==> config.mk <==
export PLATFORM = sky130hd
export DESIGN_NAME = i2c_master_byte
export DESIGN_NICKNAME = d
export VERILOG_FILES = /design/src/rtl/i2c_pkg.sv /design/src/rtl/i2c_master_byte.sv
export SDC_FILE = /design/constraint.sdc
export NUM_CORES = 1
export LEC_CHECK = 0
export ABC_AREA = 1
export CORE_ASPECT_RATIO = 0.5
export CORE_UTILIZATION = 35
export DETAILED_ROUTE_END_ITERATION = 12
export PLACE_DENSITY = 0.59
export SLEW_MARGIN = 40
export SYNTH_ARGS = -nofsm -noshare
export SYNTH_HDL_FRONTEND = slang
export SYNTH_SLANG_ARGS = --single-unit
==> constraint.sdc <==
create_clock -name clk -period 3.94 [get_ports clk]
set_clock_uncertainty 0.1 [all_clocks]
set_input_delay 1.182 -clock clk [delete_from_list [all_inputs] [get_ports clk]]
set_output_delay 1.182 -clock clk [all_outputs]
set_load 0.02 [all_outputs]
==> src/rtl/i2c_pkg.sv <==
// Shared definitions for the single-byte I2C master: state encoding,
// quarter-bit phase names and default field widths.
package i2c_pkg;

  typedef enum logic [3:0] {
    S_IDLE  = 4'd0,
    S_START = 4'd1,
    S_ADDR  = 4'd2,
    S_AACK  = 4'd3,
    S_WDATA = 4'd4,
    S_WACK  = 4'd5,
    S_RDATA = 4'd6,
    S_RNACK = 4'd7,
    S_STOP  = 4'd8
  } state_t;

  localparam logic [1:0] P_SETUP  = 2'd0;
  localparam logic [1:0] P_RISE   = 2'd1;
  localparam logic [1:0] P_SAMPLE = 2'd2;
  localparam logic [1:0] P_FALL   = 2'd3;

  localparam int DEF_ADDR_W = 7;
  localparam int DEF_DATA_W = 8;

endpackage

==> src/rtl/i2c_master_byte.sv <==
// Single-byte I2C master: START, {addr,rw}, one data byte, STOP, paced by a
// quarter-bit tick. Drives open-drain enables; all outputs are registered.
module i2c_master_byte
  import i2c_pkg::*;
#(
  parameter int ADDR_W      = DEF_ADDR_W,
  parameter int DATA_W      = DEF_DATA_W,
  parameter int CLK_STRETCH = 1
) (
  input  logic              clk,
  input  logic              res,
  input  logic              tick,
  input  logic              start,
  input  logic [ADDR_W-1:0] addr,
  input  logic              rw,
  input  logic [DATA_W-1:0] wdata,
  output logic [DATA_W-1:0] rdata,
  output logic              busy,
  output logic              done,
  output logic              ack_err,
  output logic              scl_oe,
  output logic              sda_oe,
  input  logic              scl_i,
  input  logic              sda_i,
  output logic [3:0]        state_dbg
);

  state_t            state, state_nxt;
  logic [1:0]        phase, phase_nxt;
  logic [2:0]        bitcnt, bitcnt_nxt;
  logic [ADDR_W:0]   frame_q;
  logic [DATA_W-1:0] wdata_q;

  logic              accept, hold, adv, smp_en, scl_low;
  logic              scl_d, sda_d, busy_d, done_d, ack_err_d;
  logic [DATA_W-1:0] rdata_d;

  // Handshake: start is a request sampled every clk; it is accepted only in
  // IDLE (tick not needed), and busy acknowledges it one clk later. While busy,
  // start is dropped, never queued.
  assign accept = (state == S_IDLE) && start;

  // A slave holding SCL low while we have released it freezes the bit.
  assign hold   = (CLK_STRETCH != 0) && ((phase == P_RISE) || (phase == P_SAMPLE)) && !scl_i;
  assign adv    = tick && !hold && (state != S_IDLE);
  assign smp_en = adv && (phase == P_SAMPLE);

  assign state_dbg = state;

  always_ff @(posedge clk or negedge res) begin
    if (!res) begin
      state   <= S_IDLE;
      phase   <= P_SETUP;
      bitcnt  <= 3'd7;
      frame_q <= '0;
      wdata_q <= '0;
    end else begin
      state  <= state_nxt;
      phase  <= phase_nxt;
      bitcnt <= bitcnt_nxt;
      if (accept) begin
        frame_q <= {addr, rw};
        wdata_q <= wdata;
      end
    end
  end

  always_comb begin
    state_nxt  = state;
    phase_nxt  = phase;
    bitcnt_nxt = bitcnt;
    if (accept) begin
      state_nxt  = S_START;
      phase_nxt  = P_SETUP;
      bitcnt_nxt = 3'd7;
    end else if (adv) begin
      phase_nxt = phase + 2'd1;
      if (phase == P_FALL) begin
        case (state)
          S_START: state_nxt = S_ADDR;
          S_ADDR: begin
            bitcnt_nxt = bitcnt - 3'd1;
            if (bitcnt == 3'd0) state_nxt = S_AACK;
          end
          // ack_err was updated at the sample phase of this bit, so it is the address ACK.
          S_AACK:  state_nxt = ack_err ? S_STOP : (frame_q[0] ? S_RDATA : S_WDATA);
          S_WDATA: begin
            bitcnt_nxt = bitcnt - 3'd1;
            if (bitcnt == 3'd0) state_nxt = S_WACK;
          end
          S_WACK:  state_nxt = S_STOP;
          S_RDATA: begin
            bitcnt_nxt = bitcnt - 3'd1;
            if (bitcnt == 3'd0) state_nxt = S_RNACK;
          end
          S_RNACK: state_nxt = S_STOP;
          default: state_nxt = S_IDLE;
        endcase
      end
    end
  end

  // Line levels are decoded from the upcoming state/phase so the registered
  // enables line up with the state register.
  always_comb begin
    scl_d   = 1'b0;
    sda_d   = 1'b0;
    scl_low = (phase_nxt == P_SETUP) || (phase_nxt == P_FALL);
    case (state_nxt)
      S_START: begin
        scl_d = (phase_nxt == P_FALL);
        sda_d = (phase_nxt == P_SAMPLE) || (phase_nxt == P_FALL);
      end
      S_ADDR: begin
        scl_d = scl_low;
        sda_d = ~frame_q[bitcnt_nxt];
      end
      S_WDATA: begin
        scl_d = scl_low;
        sda_d = ~wdata_q[bitcnt_nxt];
      end
      S_AACK, S_WACK, S_RDATA, S_RNACK: scl_d = scl_low;
      S_STOP: begin
        scl_d = (phase_nxt == P_SETUP);
        sda_d = (phase_nxt == P_SETUP) || (phase_nxt == P_RISE);
      end
      default: begin
        scl_d = 1'b0;
        sda_d = 1'b0;
      end
    endcase

    busy_d = (state_nxt != S_IDLE);
    done_d = adv && (phase == P_FALL) && (state == S_STOP);

    ack_err_d = ack_err;
    if (accept) ack_err_d = 1'b0;
    else if (smp_en && ((state == S_AACK) || (state == S_WACK)) && sda_i) ack_err_d = 1'b1;

    rdata_d = rdata;
    if (smp_en && (state == S_RDATA)) rdata_d = {rdata[DATA_W-2:0], sda_i};
  end

  always_ff @(posedge clk or negedge res) begin
    if (!res) begin
      scl_oe  <= 1'b0;
      sda_oe  <= 1'b0;
      busy    <= 1'b0;
      done    <= 1'b0;
      ack_err <= 1'b0;
      rdata   <= '0;
    end else begin
      scl_oe  <= scl_d;
      sda_oe  <= sda_d;
      busy    <= busy_d;
      done    <= done_d;
      ack_err <= ack_err_d;
      rdata   <= rdata_d;
    end
  end

endmodule

==> flow_summary_export.csv <==
group,metric,value,unit
outcome,outcome,"complete, but fails checks",
outcome,violations,"DRC",
detailed_routing,ant_nets,0,
synthesis,muxShareOfSynthArea,0,%
power_and_ir_drop,p_sw,0.820,mW
floorplanning,num_rows,19,
power_and_ir_drop,switching_share,41.7,%
cts,cts_tree,"built",
power_and_ir_drop,p_int,1.15,mW
detailed_routing,vias,1694,
sta,grt_setup_unrepaired,"false",
power_and_ir_drop,p_clk_share,20.8,%
placement,port_buffers,38,
synthesis,synth-adder-area-share,4.71,%
synthesis,yosysTopAreaCell,"dfrtp_1",
sta,hold_viol_final,0,
sta,tns,0,ns
detailed_routing,first_pass_iters,9,
grt,grt_max_degree,39,
cts,postCtsSetupBuffers,0,
synthesis,synthesis.nets,272,
detailed_routing,wl_per_cell,12.0,µm
grt,grt_pass1_wl,7450,µm
power_and_ir_drop,p_leak,1.32,nW
placement,hpwl,3130,µm
worst_setup_path,cpMaxStageDelayCell,"clkdlybuf4s50_1",
worst_setup_path,critPathMostFrequentCell,"inv_1",
min_path,hp-class,"reg -> reg",
cells_and_area,layout-drive-gt1-share,18.3,%
floorplanning,dieArea,6400,µm²
floorplanning,fp.coreArea,5660,µm²
synthesis,synth_area,2120,µm²
worst_setup_path,max_stage_delay,0.45,ns
power_and_ir_drop,p_per_area,722,nW/µm²
worst_setup_path,crit_chain,"clkdlybuf4s50_1, inv_1, nor2_4, nand2_8, inv_4, nor3_1, a21oi_1, inv_1, ha_1, or2_2, nand4_1, nand2_1, inv_1, nand3_2",
placement,pre_cts_slack,0.525,ns
cells_and_area,antenna_cells,0,
grt,grt_usage,15.1,%
synthesis,syn-instance-count,242,
synthesis,synth_top_family_by_area,"simple AND/OR/NAND/NOR gates",
sta,whs,0.382,ns
cts,root_buffer,"clkbuf_16",
floorplanning,io_pins,39,
power_and_ir_drop,vdd_ir_drop_max,0.242,mV
sta,period_minus_slack,3.11,ns
worst_setup_path,critPathArrivalTime,3.18,ns
synthesis,yosys.area.top_type_share,41.2,%
worst_setup_path,reg2reg_setup_slack,1.44,ns
flow_run,drv_cap,0,
synthesis,synth_compound_area_share,6.95,%
sta,timing.final.crit_share,78.9,%
detailed_routing,drc,4,
synthesis,seq_area_frac_synth,44.9,%
cts,clk_pin_slew,0.06,ns
cts,cts_made_buffers,5,
sta,relSlewSlack,67.3,%
detailed_routing,vias_per_cell,4.75,
power_and_ir_drop,p_seq_share,32.6,%
grt,grt_pass1_vias,1648,
cells_and_area,syn2layout_area_growth,28.3,%
floorplanning,die_h,57.1,µm
cts,clock_sinks,38,
floorplanning,chipWidth,112,µm
grt,grt_remaining_overflow,0,
synthesis,ys_warn_count,0,
grt,antenna_found_initial,0,
placement,gp_congestion,0.796,
synthesis,synth-xor-area-share,0,%
cts,holdBufCountCts,0,
synthesis,postSynthAreaPerCell,8.78,µm²
sta,setup_viol,0,
cts,htreeDepth,2,
sta,finalWorstSetupSlack,0.832,ns
worst_setup_path,critPathLaunchType,"input pin",
worst_setup_path,worstPathMaxFanout,5,
floorplanning,initial_core_util,37.5,%
worst_setup_path,critical-path-top-delay-family,"simple AND/OR/NAND/NOR gates",
synthesis,synth.top_cells.by_area,"dfrtp_1 41%, nand2_1 12%, ha_1 4.7%, nand3_1 4.7%, inv_1 3.9%",
cts,cts_resized,0,
worst_setup_path,required,4.01,ns
detailed_routing,drt_wl_total,4290,µm
worst_setup_path,crit_path_end_kind,"flop",
cells_and_area,final_nets,313,
sta,tightest_slew,0.489,ns
cells_and_area,fin_util,48.2,%
synthesis,synthSimpleGateAreaFrac,36.9,%
cells_and_area,fillers,566,
sta,slew_viol_final,0,
power_and_ir_drop,comb_power_share,46.6,%
cts,cts.path.max_buffers,2,
cts,worst_skew_pair.late_latency,0.28,ns
worst_setup_path,path_buf_inv,5,
synthesis,synth_cell_types,33,
worst_setup_path,worstSetupPathType,"in -> reg",
synthesis,ys_seq_elements,38,
sta,fmax,322,MHz
detailed_routing,first_iter_violations,52,
==> placed cells by master, fill, tap and decap left out, drive strengths merged, types with 6 or more instances in the layout <==
| cell | count |
|---|---|
| nand2 | 80 |
| clkdlybuf4s50 | 37 |
| dfrtp | 35 |
| inv | 27 |
| nand3 | 27 |
| nor2 | 19 |
| o21ai | 11 |
| nand4 | 9 |
| ha | 8 |
| a21oi | 7 |
| clkbuf | 6 |
==> path summary, 6_finish.rpt <==
check                                  startpoint                     end  cells past startpoint
max                                          tick        sda_oe$_DFF_PN0_                     14
min                        wdata_q[4]$_DFFE_PN0P_  wdata_q[4]$_DFFE_PN0P_                      2
max reg2reg                    phase[0]$_DFF_PN0_        sda_oe$_DFF_PN0_                     14
min reg2reg                wdata_q[4]$_DFFE_PN0P_  wdata_q[4]$_DFFE_PN0P_                      2
max in group asynchronous                     res     bitcnt[2]$_DFF_PN1_                      1
min in group asynchronous                     res  wdata_q[5]$_DFFE_PN0P_                      1
==> metal layers <==
layer  up-vias  part of all wire, %  global-route usage [%]
li1        862                    -                       -
met1       787                   49                    19.9
met2        38                   45                    24.0
met3         7                  4.2                    3.83
met4         0                  1.9                    6.86
met5         -                    0                       0
==> power by group through the flow <==
stage	registers, mW	logic (mW)	clock network, mW
global route	0.659	1.04	0.429
CTS	0.643	0.929	0.419
detailed placement	0.650	0.919	0
floorplan	0.672	0.648	0
global placement	0.646	0.907	0
finish	0.642	0.916	0.410
==> tightest hold or removal path, delay by kind of cell (launching register included) <==
kind          cells  cell delay, ns
simple gates      2            0.11
flops             1            0.34
==> kinds of logic (layout without fill, tap and decap cells) <==
kind of cell	after synthesis	count (layout)
flip-flops	38	38
adder cells (fa/ha/maj)	8	8
buffers and inverters	33	75
AO/OA/AOI/OAI	24	24
AND/OR/NAND/NOR	139	139
==> synthesized netlist by cell type <==
| cell type | count |
|---|---|
| a21oi_1 | 7 |
| buf_2 | 3 |
| buf_6 | 1 |
| clkbuf_1 | 2 |
| dfrtp_1 | 35 |
| dfstp_2 | 3 |
| ha_1 | 8 |
| inv_1 | 22 |
| inv_2 | 4 |
| inv_4 | 1 |
| nand2_1 | 69 |
| nand2_2 | 4 |
| nand2_4 | 4 |
| nand2_8 | 3 |
| nand3_1 | 20 |
| nand3_2 | 5 |
| nand3_4 | 2 |
| nand4_1 | 9 |
| nor2_1 | 8 |
| nor2_2 | 6 |
| nor2_4 | 4 |
| nor2_8 | 1 |
| nor3_1 | 3 |
| o211ai_1 | 1 |
| o211ai_2 | 1 |
| o21a_1 | 1 |
| o21ai_0 | 8 |
| o21ai_1 | 1 |
| o21ai_2 | 2 |
| o22ai_1 | 1 |
| o311ai_1 | 1 |
| o31ai_1 | 1 |
| or2_2 | 1 |
==> flip-flops by register name, summed over array words and instances (netlist names) <==
name       count
ack_err        1
bitcnt         3
busy           1
done           1
frame_q        8
phase          2
rdata          8
scl_oe         1
sda_oe         1
state_dbg      4
wdata_q        8
==> metrics by stage <==
step	total power, mW	area, µm²	cells
after floorplan	1.32	2120	242
after detailed placement	1.57	2570	349
after CTS	1.99	2730	357
after global routing	2.12	2730	357
final	1.97	2730	357
after global placement	1.55	2570	349
==> area by class of cell <==
cell class | count | area (µm²) | share of cell area, %
clock buffer | 6 | 139 | 5.09
clock inverter | 2 | 12.5 | 0.459
inverter | 27 | 104 | 3.81
multi-input combinational | 171 | 1030 | 37.9
sequential | 38 | 955 | 35.0
tap | 73 | 91.3 | 3.35
timing repair buffer | 40 | 393 | 14.4
No activity file was read; power rests on OpenSTA's default activity.
==> RTL edit (same settings) <==
Register the output `state_dbg` once more, cleared by the reset; this adds one clock of latency there. The other outputs are not delayed to match.
--- a/src/rtl/i2c_master_byte.sv
+++ b/src/rtl/i2c_master_byte.sv
@@ -46,5 +46,11 @@
   assign smp_en = adv && (phase == P_SAMPLE);
 
-  assign state_dbg = state;
+  always_ff @(posedge clk or negedge res) begin
+    if (!res) begin
+      state_dbg <= '0;
+    end else begin
+      state_dbg <= state;
+    end
+  end
 
   always_ff @(posedge clk or negedge res) begin
Formal check against the unedited RTL: not equivalent (Yosys sat finds a counterexample within 4 cycles, from zero or initial values).
==> RTL edit against the unedited design <==
The flow still finishes with violations (DRC); count of clock-buffer cells in the layout up 2; synthesized cell count increased by 2.1%; die area down 0.46%; largest power group unchanged; synthesized area down 0.47%; sequential cell count increased by 4; routed wire length fell by 0.54%; largest cell class is now flip-flops and latches; core utilization decreased by 0.27 points; final area shrank 0.55%; critical endpoint unchanged; setup slack better by 0.14 ns; power is 6.9% higher.
==> RTL edit: results (changes against the unedited design) <==
metric,value,unit,change
worstMarginPinSlew,0.520,ns,+0.0306 ns
fill_cells,548,,-3.2%
cts_sinks,42,,+11%
die_x,112,um,-0.23%
seqCellArea,1050,um2,+10%
drt-initial-drc-count,39,,-25%
grt_use_total,15.4,%,+0.34 points
seq_power_share,35.2,%,+2.6 points
remaining_drc_errors,2,,-2
worstPathArrival,3.08,ns,-0.10 ns
leakage,0.00137,uW,+3.3%
globalRouteMet2Util,25.6,%,+1.7 points
ir_worst_vdd,0.237,mV,-2.2%
multi_input_area,940,um2,-9.0%
violations,DRC,,
num-nets-final,319,,+1.9%
num-multi-input-gates,174,,+1.8%
ys_seq_area_share,49.9,%,+4.9 points
synth_fa_ha_area_share,4.73,%,+0.022 points
drive_gt1_share,11.0,%,-7.3 points
grt_max_degree,43,,+10%
gp_congestion,0.806,,+1.3%
status,"finished, violations left",,
routed_wl,4270,um,-0.54%
seq_share,38.9,%,+3.9 points
clk_share,5.03,%,-0.52 points
[RTL edit: per-stage QoR]
step                      setup slack (ns)  instances
after floorplan                       1.21        247
after global placement               0.761        355
after detailed placement             0.695        355
after CTS                            0.985        363
after global routing                 0.773        363
final                                0.968        363
[RTL edit: critical path, cell delays in order]
cell and delay [ns]:
clkdlybuf4s50_1 0.41, nand3_2 0.10, buf_4 0.29, inv_2 0.21, a21oi_1 0.19, nand2_2 0.10, nor2_1 0.23, nand3_1 0.15
nand2_1 0.09, nor2_1 0.05, nand3_1 0.07
[RTL edit: final timing paths]
check	start	to	slack (ns)
min in group asynchronous	res	frame_q[7]	0.77
setup / recovery	start	sda_oe	0.97
setup reg to reg	phase[0]	sda_oe	1.63
hold / removal	state[2]	state_dbg[2]	0.36
max in group asynchronous	res	bitcnt[0]	2.59
hold reg to reg	state[2]	state_dbg[2]	0.36
